File: src/rtl/inst_fetch_unit.sv
// Fetch unit for an asynchronous instruction ROM. It holds the PC, captures ROM words into a
// small in-order queue, and presents the queue head to decode with a valid/ready handshake.
module inst_fetch_unit #(
  parameter int unsigned ADDR_W    = 5,
  parameter int unsigned ROM_DEPTH = 20,
  parameter logic [31:0] RESET_PC  = 32'h0,
  parameter int unsigned FQ_DEPTH  = 2
) (
  input  logic              clk,
  input  logic              resetn,
  output logic [ADDR_W-1:0] inst_addr,
  input  logic [31:0]       inst_rdata,
  output logic              id_valid,
  input  logic              id_ready,
  output logic [31:0]       id_pc,
  output logic [31:0]       id_inst,
  input  logic              br_taken,
  input  logic [31:0]       br_target,
  output logic              fetch_halt
);

  localparam int unsigned PTR_W = (FQ_DEPTH > 1) ? $clog2(FQ_DEPTH) : 1;
  localparam int unsigned CNT_W = $clog2(FQ_DEPTH + 1);
  localparam logic [CNT_W-1:0] FQ_FULL   = CNT_W'(FQ_DEPTH);
  localparam logic [29:0]      ROM_LIMIT = 30'(ROM_DEPTH);

  logic [31:0]      fetch_pc_p0;
  logic [31:0]      fetch_pc_nxt;
  logic [31:0]      fq_pc_p0   [FQ_DEPTH];
  logic [31:0]      fq_inst_p0 [FQ_DEPTH];
  logic [PTR_W-1:0] rd_ptr, wr_ptr, rd_ptr_nxt, wr_ptr_nxt;
  logic [CNT_W-1:0] count, count_nxt;
  logic [31:0]      head_pc_p1, head_inst_p1;
  logic [31:0]      head_pc_nxt, head_inst_nxt;
  logic             head_load;
  logic             fetch_oor;
  logic             vld_p1;
  logic             pop;
  logic             push;

  // ---- stage p0: PC drives the ROM; the returned word is pushed in the same cycle ----
  assign fetch_oor  = (fetch_pc_p0[31:2] >= ROM_LIMIT);
  assign fetch_halt = fetch_oor;
  assign inst_addr  = fetch_pc_p0[ADDR_W+1:2];

  assign vld_p1 = (count != '0);
  assign pop    = vld_p1 & id_ready;
  assign push   = !fetch_oor & !br_taken & ((count < FQ_FULL) | pop);

  always_comb begin
    fetch_pc_nxt = fetch_pc_p0;
    rd_ptr_nxt   = rd_ptr;
    wr_ptr_nxt   = wr_ptr;
    count_nxt    = count;
    if (br_taken) begin
      // Redirect wins over push and pop; a same-cycle pop is simply dropped.
      fetch_pc_nxt = br_target & 32'hFFFF_FFFC;
      rd_ptr_nxt   = '0;
      wr_ptr_nxt   = '0;
      count_nxt    = '0;
    end else begin
      if (push) begin
        fetch_pc_nxt = fetch_pc_p0 + 32'd4;
        wr_ptr_nxt   = wr_ptr + PTR_W'(1);
      end
      if (pop) begin
        rd_ptr_nxt = rd_ptr + PTR_W'(1);
      end
      case ({push, pop})
        2'b10:   count_nxt = count + CNT_W'(1);
        2'b01:   count_nxt = count - CNT_W'(1);
        default: count_nxt = count;
      endcase
    end
  end

  // The head register mirrors the entry at the next read pointer; when that entry is the one
  // being written this cycle, take it straight from the ROM so there is no bubble.
  always_comb begin
    head_load     = (count_nxt != '0);
    head_pc_nxt   = fq_pc_p0[rd_ptr_nxt];
    head_inst_nxt = fq_inst_p0[rd_ptr_nxt];
    if (push && (wr_ptr == rd_ptr_nxt)) begin
      head_pc_nxt   = fetch_pc_p0;
      head_inst_nxt = inst_rdata;
    end
  end

  always_ff @(posedge clk or negedge resetn) begin
    if (!resetn) begin
      fetch_pc_p0 <= RESET_PC;
      rd_ptr      <= '0;
      wr_ptr      <= '0;
      count       <= '0;
    end else begin
      fetch_pc_p0 <= fetch_pc_nxt;
      rd_ptr      <= rd_ptr_nxt;
      wr_ptr      <= wr_ptr_nxt;
      count       <= count_nxt;
    end
  end

  always_ff @(posedge clk) begin
    if (push) begin
      fq_pc_p0[wr_ptr]   <= fetch_pc_p0;
      fq_inst_p0[wr_ptr] <= inst_rdata;
    end
  end

  // ---- stage p1: registered queue head toward decode ----
  always_ff @(posedge clk or negedge resetn) begin
    if (!resetn) begin
      head_pc_p1   <= '0;
      head_inst_p1 <= '0;
    end else if (head_load) begin
      head_pc_p1   <= head_pc_nxt;
      head_inst_p1 <= head_inst_nxt;
    end
  end

  assign id_valid = vld_p1;
  assign id_pc    = head_pc_p1;
  assign id_inst  = head_inst_p1;

`ifndef SYNTHESIS
  a_count_bound: assert property (@(posedge clk) disable iff (!resetn) count <= FQ_FULL);
  a_head_stable: assert property (@(posedge clk) disable iff (!resetn)
    (vld_p1 && !id_ready && !br_taken) |=> ($stable(head_pc_p1) && $stable(head_inst_p1)));
`endif

endmodule

File: config.mk
export PLATFORM = sky130hd
export DESIGN_NAME = inst_fetch_unit
export DESIGN_NICKNAME = d
export VERILOG_FILES = /design/src/rtl/inst_fetch_unit.sv
export SDC_FILE = /design/constraint.sdc
export NUM_CORES = 1
export LEC_CHECK = 0
export BUFFER_PORTS_ARGS = -buffer_cell sky130_fd_sc_hd__buf_2
export CAP_MARGIN = 20
export CORE_UTILIZATION = 53
export CTS_BUF_LIST = sky130_fd_sc_hd__clkbuf_2 sky130_fd_sc_hd__clkbuf_4 sky130_fd_sc_hd__clkbuf_8
export DETAILED_ROUTE_END_ITERATION = 12
export PLACE_DENSITY = 0.78
export SYNTH_ARGS = -nofsm -noshare
export SYNTH_HDL_FRONTEND = slang
export SYNTH_SLANG_ARGS = --single-unit
File: constraint.sdc
create_clock -name clk -period 4.8 [get_ports clk]
set_clock_uncertainty 0.1 [all_clocks]
set_input_delay 0.48 -clock clk [delete_from_list [all_inputs] [get_ports clk]]
set_output_delay 0.48 -clock clk [all_outputs]
set_load 0.005 [all_outputs]
# After elaboration in Yosys (flattened, before gate mapping)
# Memory sizes are Yosys's and may differ from the RTL's. A register that Yosys moved wholly into a read port is not among the register bits.
# Index checks and enable logic that the tools add are counted.
# classes
addsub,5
n_lt_le_gt_ge,2
n_eq_ne,2
n_mux,10
n_bitwise,4
reduce_logical,7
# ops
op,n
2-to-1 mux 32 bit,2
"adder 32 x 3 -> 32 bit, second input constant",1
"greater-or-equal comparator 30 x 5 -> 1 bit, second input constant",1
2-to-1 mux 1 bit,6
nonzero test 2 bit,3
logical NOT 1 bit,4
case mux 2 bit (2 select lines),1
AND 1 bit,3
"adder 1 bit, second input constant",2
"adder 2 x 1 -> 2 bit, second input constant",1
"equality test 2 x 1 -> 1 bit, second input constant",1
"equality test 2 bit, second input constant",1
"< comparator 2 bit, second input constant",1
2-to-1 mux 2 bit,1
"subtractor 2 x 1 -> 2 bit, second input constant",1
OR 1 bit,1
# totals
regBits,36
ramBits,128
in_bits,68
out_inout_bits,71
wordCells,36
memories,2
# mem_list
name,depth,word_bits,rd,rd_clocked_by_memory_dff,write_ports,line_no,text
fq_inst_p0,2,32,1,1,1,30,logic [31:0] fq_inst_p0 [FQ_DEPTH];
fq_pc_p0,2,32,1,1,1,29,logic [31:0] fq_pc_p0 [FQ_DEPTH];

# Depth between registers and ports, before layout
# depth
word_depth,8
mapped_depth,12
ltp_nobuf,10

# Worst setup path after synthesis
# Ideal clock, no wire load.
# synth_path
path_type,reg-to-reg
from,register fetch_pc_p0[16]
to,memory fq_inst_p0[0][0] (enable)
setup_ns,0.482
arrival_time_ns,4.033
t_required_ns,4.218
slack_ns,0.185
stages_incl_launch_ff,6
path_buffers,0
synth_period_minus_slack_ns,4.615
path_cell_list,dfrtp_1 nor4_1 nand4_1 nor3_2 nand2b_1 nor2_1
# synth_via
elab_chain_len,6
# synth_lines
item,line_no,text
start: declaration,27,logic [31:0] fetch_pc_p0;
start signal: assignment,96,fetch_pc_p0 <= fetch_pc_nxt;
greater-or-equal comparator 30 x 5 -> 1 bit,42,assign fetch_oor = (fetch_pc_p0[31:2] >= ROM_LIMIT);
logical NOT 1 bit,48,assign push = !fetch_oor & !br_taken & ((count < FQ_FULL) | pop);
AND 1 bit (2 in a row),48,
2-to-1 mux 1 bit,104,if (push) begin
2-to-1 mux 1 bit (implied by the code),106,fq_inst_p0[wr_ptr] <= inst_rdata;
end: declaration,30,
# Every way passes these cells.

# Worst setup path after layout
# layout_path
from,register fetch_pc_p0[13]
to,"register head_inst_p1[9], in the netlist id_inst[9], read port of fq_inst_p0"
# layout_via
elab_chain_len,8
elab_cells_between_ends,9
cone_classes,1 x order compare; 2 x eq/ne; 2 x mux; 2 x bitwise; 2 x reduce/logical
# layout_lines
item,line_no,text
greater-or-equal comparator 30 x 5 -> 1 bit *,42,
logical NOT 1 bit *,48,
AND 1 bit * (2 in a row),48,
equality test 2 x 1 -> 1 bit / equality test 2 bit (equally long branches),69,"case ({push, pop})"
case mux 2 bit (2 select lines) *,69,
2-to-1 mux 2 bit *,55,if (br_taken) begin
nonzero test 2 bit *,80,head_load = (count_nxt != '0);
end: declaration,33,"logic [31:0] head_pc_p1, head_inst_p1;"
# Every way passes the cells marked *; elsewhere a longest branch is shown, timed or not.
# A chain may end at the register's enable or synchronous reset.

==> run metrics <==
Synth area leader edfxtp_1; row cnt 46; hold_buf cts 1; Critical Path Start Type flip-flop; DR vias around 5400; DR top layer met5; IO Port Bufs approximately 130; syn avg cell area approximately 14 um2; Seq/Total Area, Yosys ~70%; PnR worst setup slack around 600 ps; CTS Sinks 220; Total Routing Usage GR between 20% and 30%; number of synthesized flops with an enable pin 124; Cell Chain, Critical Path nor4_1, nand4_1, nor3_2, nand2b_1, ha_1, and2b_1, a21oi_1, o21ai_4, buf_12, or3_1, nand3_1; Yosys reg bits between 200 and 250; die area between 15000 and 20000 um2; DIE WIDTH roughly 130 um; max-slew violations 0; RSZ-0062 raised after global routing no; final WL around 18 mm; H-Tree Depth 2; Buf/Inv on CP 1; largest net degree at the start of global routing approximately 70; Inserted Clock Buffers 36; pwr dens 411 nW/um2; Yosys warning count 0; number of post-CTS setup repair buffers 0; total power 4.27 mW; Die Ht between 100 and 150 um; Ports roughly 140; core area 16000 um2; CTS Root Cell clkbuf_8; global-route wire length before repair 27.8 mm; GP Congestion around 0.75; DP Area 9630 um2; register-to-register setup slack 600 ps; most common flop cell mapped by yosys edfxtp_1; Met3 Wirelength 1.15 mm; worst-path fanout max 70; mapped cell area roughly 8800 um2; Req. time, crit path approximately 5100 ps; fin crit share about 90%; DR vias/cell 5.44; Util after Layout 64.9%; post-DP HPWL between 10 and 15 mm; initial antenna violation count 2; Hold Path Sink fq_inst_p0[0][1]; Area contributors post-synth edfxtp_1 42%, dfrtp_1 27%, mux2i_1 7.4%; TritonRoute pass-1 iters 4; CP top delay family simple AND/OR/NAND/NOR gates; max cap viols 0; Final ANT Viol Nets 0; min-delay worst type input port to flip-flop; TritonCTS clock tree done; Crit path arrival time around 4500 ps; min-delay src inst_rdata[1]; Hold Fails Final Rpt 0; status complete, no violations; leakage power around 4.7 nW; Worst Reg-to-Reg Cells 11; final setup fails 0; Layout area overhead 18.4%; layout cell share with drive strength beyond 1 approximately a third; maximum vdd ir drop roughly 0.30 mV; routed wl met2 8.82 mm; Fmax ~240 MHz; DRC viols 0; worst slack at placement around 590 ps; Final Non-Filler Cells 1000; Layout fillers between 1000 and 1500; wl on met1 7.43 mm; placed cell count around 930; crit path kind flip-flop to flip-flop; starting density of the core 54.8%; post_cts resized 0; vias in the first global route roughly 5500; Fin Hold WS between 70 and 80 ps; post-synth top area share a little over two fifths; min Tclk post-route ~4200 ps; routed len/inst roughly 18 um; library cells used by synthesis 37; R2R Path Start fetch_pc_p0[13]; CTS Buffer Depth 3; Critical Path Max Stage Delay between 600 and 700 ps; Worst Tran Pin Value 797 ps; final layout net count about 830; RR Endpoint id_inst[9]; Reg clk slew, reported paths around 60 ps; Slew HR roughly 47%; total grt overflow 0; antenna cell count 0; asr flop ratio synth between 40% and 50%; First DRT Iteration DRCs about 260; critical path capture point type flip-flop; Worst path slowest cell o21ai_4; Fin Setup TNS 0 ps; post-synthesis cell count slightly above 600; cell count of the worst hold path 1; Clock Latency Late Sink between 500 and 600 ps; final instance area 10400 um2
-- cell usage in the layout, fill, tap and decap left out, drive strengths merged --
| master | count |
|---|---|
| inv | 5 |
| buf | 149 |
| and2b | 1 |
| or2 | 2 |
| nand2 | 66 |
| nand2b | 1 |
| nor4b | 1 |
| nand4 | 2 |
| nor2 | 5 |
| conb | 2 |
| clkinv | 9 |
| o21ai | 9 |
| xor2 | 1 |
| xnor2 | 5 |
| a31oi | 1 |
| nor2b | 3 |
| nor3 | 3 |
| edfxtp | 124 |
| o31ai | 25 |
| dlygate4sd3 | 1 |
| or3 | 36 |
| a41oi | 1 |
| ha | 3 |
| nand3 | 71 |
| mux2 | 28 |
| o21a | 2 |
| nor4 | 7 |
| dfrtp | 96 |
| mux2i | 65 |
| clkbuf | 55 |
| a21oi | 3 |
| clkinvlp | 2 |
-- Yosys cell counts (6+ instances only) --
library cell / instances
clkbuf_1: 21
buf_6: 7
mux2i_1: 65
buf_4: 12
nand3_1: 71
o31ai_1: 25
dfrtp_1: 96
or3_1: 36
edfxtp_1: 124
nand2_1: 66
o21ai_0: 6
mux2_2: 28
-- worst max-delay path by stage --
stage	startpoint	end	cells past startpoint
after floorplan	fetch_pc_p0[16]	fq_inst_p0[0][0]	5
after global placement	fetch_pc_p0[10]	id_inst[6]	11
after detailed placement	fetch_pc_p0[10]	id_inst[31]	11
after CTS	fetch_pc_p0[13]	id_inst[9]	11
after global routing	fetch_pc_p0[13]	id_inst[9]	11
final	fetch_pc_p0[13]	id_inst[9]	11
-- where the power goes --
group          internal, mW  total (mW)  switching, mW  leakage, nW
logic                 0.188       0.375          0.188         1.96
clock network         0.920        1.63          0.707        0.400
registers              2.16        2.27          0.104         2.33
-- cells by family (layout without fill, tap and decap cells) --
family,after synthesis,count (layout),synth area share [%]
DFF,220,220,69.9
and+or+nand+nor,198,198,11.5
muxes,93,93,11.0
buffers and inverters,51,221,3.37
AOI/OAI and AO/OA,41,41,3.17
xor gates and xnor gates,6,6,0.599
adders and majority gates,3,3,0.428
other,1,2,0.0428
-- routing by layer --
| layer | up-vias | global-route usage [%] |
|---|---|---|
| li1 | 2537 | - |
| met1 | 2703 | 26.5 |
| met2 | 165 | 37.1 |
| met3 | 31 | 5.78 |
| met4 | 4 | 6.83 |
| met5 | - | 0 |
-- area by class of cell --
| cell class | count | area [um2] | area share (%) |
|---|---|---|---|
| sequential | 220 | 6130 | 59.0 |
| multi-input combinational | 343 | 2390 | 23.0 |
| timing repair buffer | 150 | 833 | 8.02 |
| clock buffer | 55 | 688 | 6.63 |
| tap | 216 | 270 | 2.60 |
| clock inverter | 11 | 58.8 | 0.566 |
| inverter | 5 | 18.8 | 0.181 |
-- flip-flops by register name (all words and copies together) (netlist names) --
name         flops
id_pc           30
fq_inst_p0      64
id_inst         32
rd_ptr           1
wr_ptr           1
fetch_pc_p0     30
fq_pc_p0        60
count            2
No activity file was read; power rests on OpenSTA's default activity.
